$ cat src/rtl/hazard_ctrl.sv
// Pipeline hazard controller: operand forwarding selects, load-use / multi-cycle / redirect
// stall sequencing for the 5-stage core, and a saturating stall-cycle counter.
module hazard_ctrl #(
  parameter int unsigned FLUSH_CYCLES = 1,
  parameter int unsigned CNT_W        = 16
) (
  input  logic             clk,
  input  logic             rst_n,
  input  logic [4:0]       d_rs,
  input  logic [4:0]       d_rt,
  input  logic             d_use_rs,
  input  logic             d_use_rt,
  input  logic             d_mc,
  input  logic [4:0]       e_rn,
  input  logic             e_wreg,
  input  logic             e_m2reg,
  input  logic [4:0]       m_rn,
  input  logic             m_wreg,
  input  logic             m_m2reg,
  input  logic             redirect,
  input  logic             mc_done,
  output logic             wpcir,
  output logic             de_clear,
  output logic [1:0]       fwda,
  output logic [1:0]       fwdb,
  output logic             mc_go,
  output logic [CNT_W-1:0] stall_cnt
);

  typedef enum logic [1:0] {RUN, MC_WAIT, FLUSH} state_t;

  localparam logic [2:0] FLUSH_LOAD = 3'(FLUSH_CYCLES);

  state_t           state_q, state_d;
  logic [2:0]       flush_q, flush_d;
  logic             mc_go_q, mc_go_d;
  logic [CNT_W-1:0] stall_q, stall_d;
  logic             wp, dc, load_use;

  function automatic logic [1:0] fwd_sel(input logic [4:0] x);
    logic [1:0] s;
    s = 2'b00;
    if (x != 5'd0) begin
      if (e_wreg && !e_m2reg && e_rn == x) s = 2'b01;
      else if (m_wreg && m_rn == x)        s = m_m2reg ? 2'b11 : 2'b10;
    end
    return s;
  endfunction

  assign load_use = e_wreg && e_m2reg && (e_rn != 5'd0) &&
                    ((d_use_rs && d_rs == e_rn) || (d_use_rt && d_rt == e_rn));

  always_comb begin
    state_d = state_q;
    flush_d = flush_q;
    mc_go_d = 1'b0;
    wp      = 1'b1;
    dc      = 1'b0;
    case (state_q)
      RUN: begin
        if (redirect) begin
          dc      = 1'b1;
          flush_d = FLUSH_LOAD;
          state_d = FLUSH;
        end else if (load_use) begin
          wp = 1'b0;
          dc = 1'b1;
        end else if (d_mc) begin
          wp      = 1'b0;
          dc      = 1'b1;
          mc_go_d = 1'b1;
          state_d = MC_WAIT;
        end
      end
      MC_WAIT: begin
        if (mc_done) begin
          state_d = RUN;
        end else begin
          wp = 1'b0;
          dc = 1'b1;
        end
      end
      FLUSH: begin
        dc      = 1'b1;
        flush_d = redirect ? FLUSH_LOAD : flush_q - 3'd1;
        if (flush_d == 3'd0) state_d = RUN;
      end
      default: state_d = RUN;
    endcase
    stall_d = (!wp && stall_q != '1) ? stall_q + 1'b1 : stall_q;
  end

  always_ff @(posedge clk or negedge rst_n) begin
    if (!rst_n) begin
      state_q <= RUN;
      flush_q <= '0;
      mc_go_q <= 1'b0;
      stall_q <= '0;
    end else begin
      state_q <= state_d;
      flush_q <= flush_d;
      mc_go_q <= mc_go_d;
      stall_q <= stall_d;
    end
  end

  // Reset forces a bubble and regfile operands independent of the registered state.
  assign wpcir     = rst_n && wp;
  assign de_clear  = !rst_n || dc;
  assign fwda      = rst_n ? fwd_sel(d_rs) : 2'b00;
  assign fwdb      = rst_n ? fwd_sel(d_rt) : 2'b00;
  assign mc_go     = mc_go_q;
  assign stall_cnt = stall_q;

endmodule

$ cat config.mk
export PLATFORM = sky130hd
export DESIGN_NAME = hazard_ctrl
export DESIGN_NICKNAME = d
export VERILOG_FILES = /design/src/rtl/hazard_ctrl.sv
export SDC_FILE = /design/constraint.sdc
export NUM_CORES = 1
export LEC_CHECK = 0
export ABC_CLOCK_PERIOD_IN_PS = 1500
export BUFFER_PORTS_ARGS = -buffer_cell sky130_fd_sc_hd__buf_4
export CAP_MARGIN = 20
export CORE_ASPECT_RATIO = 1.1
export CORE_MARGIN = 2
export CORE_UTILIZATION = 44
export DETAILED_ROUTE_END_ITERATION = 6
export PLACE_DENSITY = 0.75
export SYNTH_ARGS = -nofsm -noshare
export SYNTH_HDL_FRONTEND = slang
export SYNTH_SLANG_ARGS = --single-unit
$ cat constraint.sdc
create_clock -name clk -period 1.5 [get_ports clk]
set_input_delay 0.075 -clock clk [delete_from_list [all_inputs] [get_ports clk]]
set_output_delay 0.075 -clock clk [all_outputs]
set_load 0.02 [all_outputs]
==> impl_metrics.csv <==
group,metric,value,unit
setup_path,cp.arrival,1940,ps
finish,post-route-cell-area,2500,µm²
floorplanning,core,3280,µm²
yosys,synthesis.nets,196,
floorplanning,io_pins,54,
detailed_routing,ant_nets,0,
finish,syn2layout_area_growth,67.9,%
finish,multi_input_area,1020,µm²
sta,skew,12.6,ps
grt,grt_max_degree,20,
finish,seq_area,559,µm²
place,portBuffers,53,
floorplanning,initial_utilization,0.454,
yosys,synth_warnings,0,
setup_path,reg2reg_from,"stall_cnt[1]",
floorplanning,die_h,65.0,µm
yosys,synth_top_area_cell,"dfrtp_1",
finish,fillers,240,
setup_path,cp.required,1700,ps
sta,rsz0062_at_grt,"true",
sta,setup_slack,-238,ps
sta,period_minus_slack,1740,ps
yosys,async_reset_ff_frac,1.00,
yosys,synth_top_area_frac,0.370,
grt,track_usage,0.219,
setup_path,reg2regPathDepth,7,
detailed_routing,routed_wl,4250,µm
power,cellPowerDensity,1060,nW/µm²
grt,grt_pass1_wl,6470,µm
clock_tree,clkLatencyLatePin,310,ps
yosys,ys.flop_type,"dfrtp_1",
power,leakage,1.16,nW
detailed_routing,wl_per_cell,14.2,µm
clock_tree,clock_path_buffers,2,
clock_tree,clkTransAtPathRegs,130,ps
sta,final.period_utilization,1.16,
yosys,yosys-top-cells-count,"33 x xnor2_1, 22 x dfrtp_1, 14 x nand2_1",
setup_path,r2r_setup_slack,-240,ps
yosys,synth-seq-cells,22,
sta,final-setup-viol-count,18,
clock_tree,cts_htree_levels,1,
floorplanning,rows,22,
floorplanning,dieWidth,59.4,µm
clock_tree,cts_made_buffers,3,
setup_path,worstReg2RegEnd,"stall_cnt[1]",
sta,hold_viol_final,0,
place,hpwl,2970,µm
sta,slew-limit-headroom,0.480,
floorplanning,dieArea,3860,µm²
hold_path,hold_path.class,"input pin to flip-flop",
grt,grt_overflow,0,
status,violations,"negative setup slack",
sta,slew_viol_final,0,
yosys,ys_seq_area_frac,0.370,
sta,clock.fmax,575,MHz
hold_path,min_to,"state_q[0]",
clock_tree,cts_tree,"built",
detailed_routing,num_vias,1583,
setup_path,cp-start-kind,"flip-flop",
flow_run,drv_cap,0,
hold_path,min_from,"mc_done",
yosys,avgSynthCellArea,9.12,µm²
setup_path,end_kind,"flip-flop",
clock_tree,cts_root_buffer,"clkbuf_4",
place,place_congestion,0.800,
yosys,synthDistinctLibCells,36,
detailed_routing,drc_errors,0,
sta,worst_slew_pin_slew,777,ps
yosys,netlist_instances,163,
grt,antenna_found_initial,0,
grt,grt_pass1_vias,1483,
clock_tree,cts_sinks,22,
yosys,synth.area.top_cells,"dfrtp_1 37%, xnor2_1 19%, o21ai_0 3.7%",
yosys,synth.most_common_cell,"xnor2_1",
finish,insertedDiodeCount,0,
setup_path,worst-setup-path-type,"flip-flop to flip-flop",
finish,layout-drive-gt1-share,0.523,
detailed_routing,firstDrtPassIters,4,
hold_path,hold_path_depth,3,
status,outcome,"finished, violations left",
finish,fin_nets,298,
power,ir_drop,1.21,mV
yosys,synth_edf_count,0,
setup_path,cp_max_fo,5,
detailed_routing,viasPerCell,5.28,
place,placed_area,2230,µm²
detailed_routing,drtIter0Drc,63,
finish,post-route-util,0.762,
yosys,netlist_area,1490,µm²
## metal layers
metal	vias up	track usage	wire [µm]
li1	779	-	-
met1	752	0.264	1720
met2	45	0.396	2280
met3	7	0.0259	191
met4	0	0.0653	53
met5	-	0	0
## layout make-up
cell class	count	share of cell area
inverters	4	0.00602
repair buffers	102	0.324
flip-flops and latches	22	0.224
well taps	36	0.0180
clock inverters	1	0.0120
multi-input cells	132	0.407
clock buffers	3	0.00902
## logic make-up after synthesis
| family | synth area share |
|---|---|
| buf+inv | 0.0295 |
| compound gates | 0.112 |
| flops | 0.370 |
| mux | 0.00758 |
| xor+xnor | 0.212 |
| simple gates | 0.252 |
| fa+ha+maj | 0.0168 |
## worst max-delay path: stages (launching register included)
cell     delay (ps)
dfrtp_2         440
ha_4            160
and4_1          150
nand4_1         130
o21ai_2          90
o21ai_4         230
buf_12          150
mux2_4          290
## power by group
group	total (mW)	internal (mW)	switching, mW
Clock	0.453	0.270	0.183
Combinational	1.38	0.711	0.670
Sequential	0.814	0.723	0.0916
Total	2.65	1.70	0.944
## worst max path at each step
stage / start / endpoint
after floorplan: stall_cnt[0] / stall_cnt[13]
after global placement: state_q[0] / stall_cnt[8]
after detailed placement: state_q[0] / stall_cnt[10]
after CTS: stall_cnt[1] / stall_cnt[1]
after global routing: stall_cnt[0] / stall_cnt[11]
final: stall_cnt[1] / stall_cnt[1]
## registers in the layout, indices dropped and copies added (netlist names)
name and flops:
flush_q 3, mc_go 1, state_q 2, stall_cnt 16
## cell usage in the layout (no fill, tap or decap), types with 5 or more instances in the layout
cell	count
dfrtp_1	15
xnor2_1	32
nand4_1	8
nor2_1	7
buf_6	6
nand2_1	12
nand3_1	9
and2_1	5
buf_4	91
o21ai_0	7
dfrtp_2	7
## metrics by stage
stage	cells	setup slack (ps)	hold slack, ps	power, mW	setup TNS [ps]
2_1_floorplan	163	-196	-221	1.44	-1870
3_3_place_gp	285	-202	-104	1.92	-2460
3_5_place_dp	285	-257	-104	1.95	-3160
4_1_cts	293	-203	25.3	2.51	-2510
5_1_grt	300	-332	89.4	2.81	-4620
6_report	300	-238	103	2.65	-2880
## repair_timing
action,CTS,global route
hold endpoints to repair,22,5
buffers inserted,3,5
pin swaps,19,19
resized for setup,16,17
setup endpoints to repair,20,20
hold buffers,1,2
cloned,0,1
(Power assumes the default switching activity.)
